$ cat config.mk
export PLATFORM = sky130hd
export DESIGN_NAME = counter_bank
export DESIGN_NICKNAME = d
export VERILOG_FILES = /design/src/rtl/counter_pkg.sv /design/src/rtl/counter_channel.sv /design/src/rtl/counter_bank.sv
export SDC_FILE = /design/constraint.sdc
export NUM_CORES = 1
export LEC_CHECK = 0
export BUFFER_PORTS_ARGS = -buffer_cell sky130_fd_sc_hd__buf_2
export CAP_MARGIN = 20
export CORE_MARGIN = 1.5
export CORE_UTILIZATION = 55
export CTS_CLUSTER_SIZE = 16
export DETAILED_ROUTE_END_ITERATION = 7
export PLACE_DENSITY = 0.84
export SLEW_MARGIN = 25
export SYNTH_ARGS = -nofsm -noshare
export SYNTH_HDL_FRONTEND = slang
export SYNTH_SLANG_ARGS = --single-unit
$ cat constraint.sdc
create_clock -name clk -period 3 [get_ports clk]
set_input_delay 0.6 -clock clk [delete_from_list [all_inputs] [get_ports clk]]
set_output_delay 0.6 -clock clk [all_outputs]
set_load 0.1 [all_outputs]
$ cat src/rtl/counter_pkg.sv
// Shared types and defaults for the counter bank.
// Channel mode, direction encodings and default parameter values.
package counter_pkg;

    typedef enum logic {
        WRAP = 1'b0,
        SAT  = 1'b1
    } mode_e;

    localparam logic DIR_DOWN = 1'b0;
    localparam logic DIR_UP   = 1'b1;

    localparam int DEF_NUM_CH     = 4;
    localparam int DEF_WIDTH      = 8;
    localparam int DEF_PRESCALE_W = 8;

endpackage

$ cat src/rtl/counter_channel.sv
// One up/down counter channel with load, wrap/saturate,
// terminal-count pulse and sticky overflow flag.
module counter_channel
    import counter_pkg::*;
#(
    parameter int WIDTH = DEF_WIDTH
) (
    input  logic             clk,
    input  logic             rst_n,
    input  logic             step,
    input  logic             clear,
    input  logic             load,
    input  logic             dir,
    input  logic             sat,
    input  logic [WIDTH-1:0] load_val,
    input  logic [WIDTH-1:0] limit,
    input  logic             flag_clr,
    output logic [WIDTH-1:0] count,
    output logic             tc,
    output logic             ovf_sticky
);

    logic [WIDTH-1:0] count_q, count_d;
    logic             tc_q, tc_d;
    logic             ovf_q, ovf_d;
    logic             sat_mode;

    assign sat_mode = (mode_e'(sat) == SAT);

    always_comb begin
        count_d = count_q;
        tc_d    = 1'b0;
        if (clear) begin
            count_d = '0;
        end else if (load) begin
            count_d = load_val;
        end else if (step) begin
            if (dir == DIR_UP) begin
                if (count_q >= limit) begin
                    tc_d    = 1'b1;
                    count_d = sat_mode ? limit : '0;
                end else begin
                    count_d = count_q + WIDTH'(1);
                end
            end else begin
                if (count_q == '0) begin
                    tc_d    = 1'b1;
                    count_d = sat_mode ? '0 : limit;
                end else begin
                    count_d = count_q - WIDTH'(1);
                end
            end
        end
        // A terminal event on the same edge beats flag_clr.
        ovf_d = tc_d | (ovf_q & ~flag_clr);
    end

    always_ff @(posedge clk or negedge rst_n) begin
        if (!rst_n) begin
            count_q <= '0;
            tc_q    <= 1'b0;
            ovf_q   <= 1'b0;
        end else begin
            count_q <= count_d;
            tc_q    <= tc_d;
            ovf_q   <= ovf_d;
        end
    end

    assign count      = count_q;
    assign tc         = tc_q;
    assign ovf_sticky = ovf_q;

endmodule

$ cat src/rtl/counter_bank.sv
// Array of independent up/down counters with optional shared
// prescaler, enabled by defining COUNTER_BANK_PRESCALE_EN.
module counter_bank
    import counter_pkg::*;
#(
    parameter int NUM_CH     = DEF_NUM_CH,
    parameter int WIDTH      = DEF_WIDTH,
    parameter int PRESCALE_W = DEF_PRESCALE_W
) (
    input  logic                    clk,
    input  logic                    rst_n,
    input  logic [NUM_CH-1:0]       enable,
    input  logic [NUM_CH-1:0]       clear,
    input  logic [NUM_CH-1:0]       dir,
    input  logic [NUM_CH-1:0]       sat,
    input  logic [NUM_CH-1:0]       load,
    input  logic [NUM_CH*WIDTH-1:0] load_val,
    input  logic [NUM_CH*WIDTH-1:0] limit,
    input  logic [NUM_CH-1:0]       flag_clr,
`ifdef COUNTER_BANK_PRESCALE_EN
    input  logic [PRESCALE_W-1:0]   presc_div,
`endif
    output logic [NUM_CH*WIDTH-1:0] count,
    output logic [NUM_CH-1:0]       tc,
    output logic [NUM_CH-1:0]       ovf_sticky
);

    logic tick;

`ifdef COUNTER_BANK_PRESCALE_EN
    logic [PRESCALE_W-1:0] presc_q, presc_d;

    always_comb begin
        presc_d = presc_q + PRESCALE_W'(1);
        tick    = 1'b0;
        if (presc_q == presc_div) begin
            presc_d = '0;
            tick    = 1'b1;
        end
    end

    always_ff @(posedge clk or negedge rst_n) begin
        if (!rst_n) begin
            presc_q <= '0;
        end else begin
            presc_q <= presc_d;
        end
    end
`else
    assign tick = (PRESCALE_W > 0);
`endif

    for (genvar i = 0; i < NUM_CH; i++) begin : g_ch
        counter_channel #(
            .WIDTH(WIDTH)
        ) u_ch (
            .clk       (clk),
            .rst_n     (rst_n),
            .step      (enable[i] & tick),
            .clear     (clear[i]),
            .load      (load[i]),
            .dir       (dir[i]),
            .sat       (sat[i]),
            .load_val  (load_val[i*WIDTH +: WIDTH]),
            .limit     (limit[i*WIDTH +: WIDTH]),
            .flag_clr  (flag_clr[i]),
            .count     (count[i*WIDTH +: WIDTH]),
            .tc        (tc[i]),
            .ovf_sticky(ovf_sticky[i])
        );
    end

endmodule

; ---- Yosys cells after proc, flatten, opt, wreduce, memory -nomap -nowiden
; Cells that the tools add are included.
[word_totals]
regBits = 40
in_bits = 90
output_inout_bits = 40
[classes]
addsub = 8
n_lt_le_gt_ge = 4
n_mux = 56
n_bitwise = 12
reduce_logical = 8
[ops]
columns = cell, count
row1 = two-way mux 8 bit, 32
row2 = "adder 8 x 1 -> 8 bit, second input constant", 4
row3 = greater-or-equal comparator 8 bit, 4
row4 = zero test 8 bit, 4
row5 = "subtractor 8 x 1 -> 8 bit, second input constant", 4
row6 = two-way mux 1 bit, 24
row7 = nonzero test 3 bit, 4
row8 = AND 1 bit, 4
row9 = NOT 1 bit, 4
row10 = bitwise OR 1 bit, 4

; ---- Longest topological paths before layout
[depth]
word_depth = 7
depth_mapped = 10
mapped_depth_nobuf = 8

; ---- Cells and area by module
; Synthesis repeated with hierarchy kept, for this count alone.
[unflattened]
cells_unflattened = 616
hier_area_um2 = 4959.8
[modules_own_cells]
columns = module, instances, cells_each, area_each_um2
row1 = counter_channel, 4, 154, 1239.9

; ---- Least setup slack after synthesis
; Ideal clock, no wire load.
[synth_timing]
path_kind = reg-to-reg
start = reg g_ch[3].u_ch.count_q[0]
end = reg g_ch[3].u_ch.count_q[0]
t_arrival_ns = 2.987
t_required_ns = 2.865
setup_slack_ns = -0.122
path_stages_with_launch = 10
n_path_buf = 1
cell_sequence = dfrtp_1 -> inv_1 -> ha_1 -> nand2b_1 -> a2111oi_0 -> o31ai_1 -> clkbuf_1 -> a22o_1 -> a221oi_1 -> o22ai_1
[synth_between]
elab_chain_len = 6
[synth_lines]
columns = item, line_no
row1 = "start, declared", counter_channel.sv:23  ; logic [WIDTH-1:0] count_q, count_d;
row2 = "start signal, assigned", counter_channel.sv:64  ; count_q <= count_d;
row3 = subtractor 8 x 1 -> 8 bit (tied with other cells), counter_channel.sv:50  ; count_d = count_q - WIDTH'(1);
row4 = two-way mux 8 bit (on tied branches), "counter_channel.sv:46, counter_channel.sv:39"
row5 = two-way mux 8 bit (*), counter_channel.sv:38  ; if (dir == DIR_UP) begin
row6 = two-way mux 8 bit (*), counter_channel.sv:37  ; end else if (step) begin
row7 = two-way mux 8 bit (*), counter_channel.sv:35  ; end else if (load) begin
row8 = two-way mux 8 bit (*), counter_channel.sv:33  ; if (clear) begin
; Every way passes the cells marked *; elsewhere a longest branch is shown, timed or not. The select of a mux whose other input is x is not followed.
; A chain may end at the register's enable or synchronous reset.

; ---- Worst setup path in the final report
[layout_timing]
start = reg g_ch[3].u_ch.count_q[0]
end = reg g_ch[3].u_ch.count_q[4]
; The elaborated chain is that of the path after synthesis.

==> results.cfg <==
[status]
status = finished clean

[run]
maxCapViolCount = 0

[worst_setup_path]
cp-end-kind = flip-flop
crit_fanout = 7
reg2reg_depth = 8
crit_type = flip-flop to flip-flop
cp.required_ns = 3.22
arrival_ns = 3.02
worstSetupStartpointType = flip-flop

[timing]
maxSlewHeadroom_pct = 30.25
drv_slew = 0
period_minus_slack_ns = 2.809
setup_viol_count_final = 0
worstMarginPinSlew_ns = 1.037
setup_tns_ns = 0
max_freq_ghz = 0.3560
holdWs_ns = 0.3031
hold_viol = 0
min_period_over_period_pct = 93.64
grt_setup_unrepaired = false
layout_setup_ws_ns = 0.1908
fin_worst_skew_ns = 0.004709

[final_layout]
nets = 892
drive_above_1_share_pct = 22.40
stdcell_count = 867
final_util_pct = 65.64
syn_to_final_growth_pct = 16.42
diodes = 0

[synth]
synthMuxAreaShare_pct = 3.350
synth_top_family_by_area = compound AO/OA/AOI/OAI gates
synth_cells = 651
yosys.area_share.simple_pct = 21.86
synth_area_mm2 = 0.004893
synth_compound_area_share_pct = 26.05
yosysWarnings = 0
synth_cell_types = 70
synthAdderAreaFrac_pct = 11.25
synth_fp_nets = 785
avgSynthCellArea_um2 = 7.517
synth_common_cells = inv_1 (70), nand2_1 (51), a21oi_1 (47)
async_flop_share_pct = 100.0
synth_area_leader_cell = dfrtp_1
synthDominantCellAreaShare_pct = 20.46
yosysMostFrequentCell = inv_1
synth_edf_count = 0
synth_area_leaders = dfrtp_1 (20%), ha_1 (11%), inv_1 (5.4%)
synth_flop_cell = dfrtp_1
yosys_register_bits = 40
ys_seq_area_share_pct = 20.46
synth_xor_area_share_pct = 6.801

[detailed_routing]
drt-pass1-iter-count = 5
drc = 0
wl_per_cell_um = 16.95
via_per_inst = 6.208
dr.first_iter.drc_count = 272
drtAntennaViolNets = 0
routed_wirelength_mm = 14.69
via_count = 5382

[clock_network]
post-cts-setup-buffers = 0
ctsResizeCount = 0
numCtsBuffers = 5
clkSinkCount = 40
cts_root_buf = clkbuf_8
cts_tree = yes
path_clk_slew_ns = 0.08
clk_latency_ns = 0.29
cts-hold-fix-buffers = 0
clockBufferDepth = 2
htree_levels = 2

[placed_design]
finalWeightedCongestion = 0.9569
port_buffers = 129
hpwl_mm = 11.21
dp_cells = 859
place_ws_ns = -0.04148

[pwr]
p_int_mw = 1.159
peakVddDrop_mv = 0.2242
p_clk_share_pct = 17.3
seq_power_share_pct = 28.7
power_leakage_nw = 2.955
combinationalPowerShare_pct = 54.0
cellPowerDensity_mw_per_mm2 = 388.9
switching_share_pct = 47.67
power.net_switching_mw = 1.056

[global_routing]
grt_max_degree = 41
gr-total-overflow = 0
antenna_found_initial = 0
grt_pass1_wl_mm = 24.70
grt_pass1_vias = 5165
grtUsageTotal_pct = 30.83

[die]
die-area_mm2 = 0.009472
core_area_mm2 = 0.008678
die_h_um = 97.33
initial_core_util_pct = 56.39
rows = 34
pin_count = 130
dieWidth_um = 97.33

[min_path]
hp-class = input pin to async pin
-- critical path, cell delays in order (launching register included) --
cell       delay, ns
dfrtp_2         0.36
inv_1           0.09
ha_1            0.28
nand2b_1        0.11
a2111oi_0       0.10
o31ai_1         0.84
mux2_1          0.38
or4_1           0.40
a31oi_1         0.17
-- final cells by class --
class                           instances  area, µm²
Sequential cell                        40       1003
Tap cell                              108      135.1
Timing Repair Buffer                  151      813.3
Fill cell                             774       2982
Multi-Input combinational cell        490       3392
Clock buffer                            8      90.09
Inverter                               70      262.8
-- cell usage in the layout (no fill, tap or decap), types with 19 or more instances in the layout --
cell / netlist / layout
nand3_1: 20 / 20
nor3_1: 25 / 25
dfrtp_1: 40 / 38
buf_4: 8 / 23
inv_1: 70 / 70
buf_2: 7 / 128
nor2_1: 43 / 43
xor2_1: 19 / 19
nand2_1: 51 / 51
ha_1: 44 / 44
a21oi_1: 47 / 47
xnor2_1: 19 / 19
-- through the flow --
step | cell area [µm²] | total power [mW]
after floorplan | 4896 | 1.522
after CTS | 5694 | 2.207
after global placement | 5604 | 1.791
after global routing | 5697 | 2.354
after detailed placement | 5604 | 1.821
final | 5697 | 2.215
-- state kept, by name, summed over array words and instances, names as in the netlist --
register	cells
g_ch.u_ch.ovf_sticky	4
g_ch.u_ch.tc	4
g_ch.u_ch.count	32
-- path summary, 6_finish.rpt --
| kind | startpoint | to | slack (ns) |
|---|---|---|---|
| worst max-delay path | g_ch[3].u_ch.count[0] | g_ch[3].u_ch.count[4] | 0.19 |
| worst min-delay path | rst_n | g_ch[1].u_ch.tc | 0.30 |
| worst max register to register | g_ch[3].u_ch.count[0] | g_ch[3].u_ch.count[4] | 0.19 |
| worst min register to register | g_ch[0].u_ch.ovf_sticky | g_ch[0].u_ch.ovf_sticky | 0.48 |
| max in group asynchronous | rst_n | g_ch[3].u_ch.count[0] | 2.26 |
| min in group clk | g_ch[0].u_ch.ovf_sticky | g_ch[0].u_ch.ovf_sticky | 0.48 |
-- cell families after synthesis --
kind of cell	count (synthesis)
buf+inv	121
fa+ha+maj	44
xor+xnor	38
mux	16
flops	40
simple gates	208
compound gates	184
-- power by group through the flow --
| stage | Clock, mW | Sequential (mW) | Combinational [mW] |
|---|---|---|---|
| finish | 0.384 | 0.635 | 1.20 |
| global route | 0.415 | 0.641 | 1.30 |
| CTS | 0.390 | 0.633 | 1.18 |
| detailed placement | 0 | 0.643 | 1.18 |
| global placement | 0 | 0.642 | 1.15 |
| floorplan | 0 | 0.897 | 0.625 |
-- per-layer routing --
metal  track usage (%)  wire length (µm)  part of all wire (%)
met5                 0                 0                     0
met3             4.029              1328                   9.0
met1             41.03              5953                    41
met4             10.22               277                   1.9
met2             51.80              7135                    49
No activity file was read; power rests on OpenSTA's default activity.
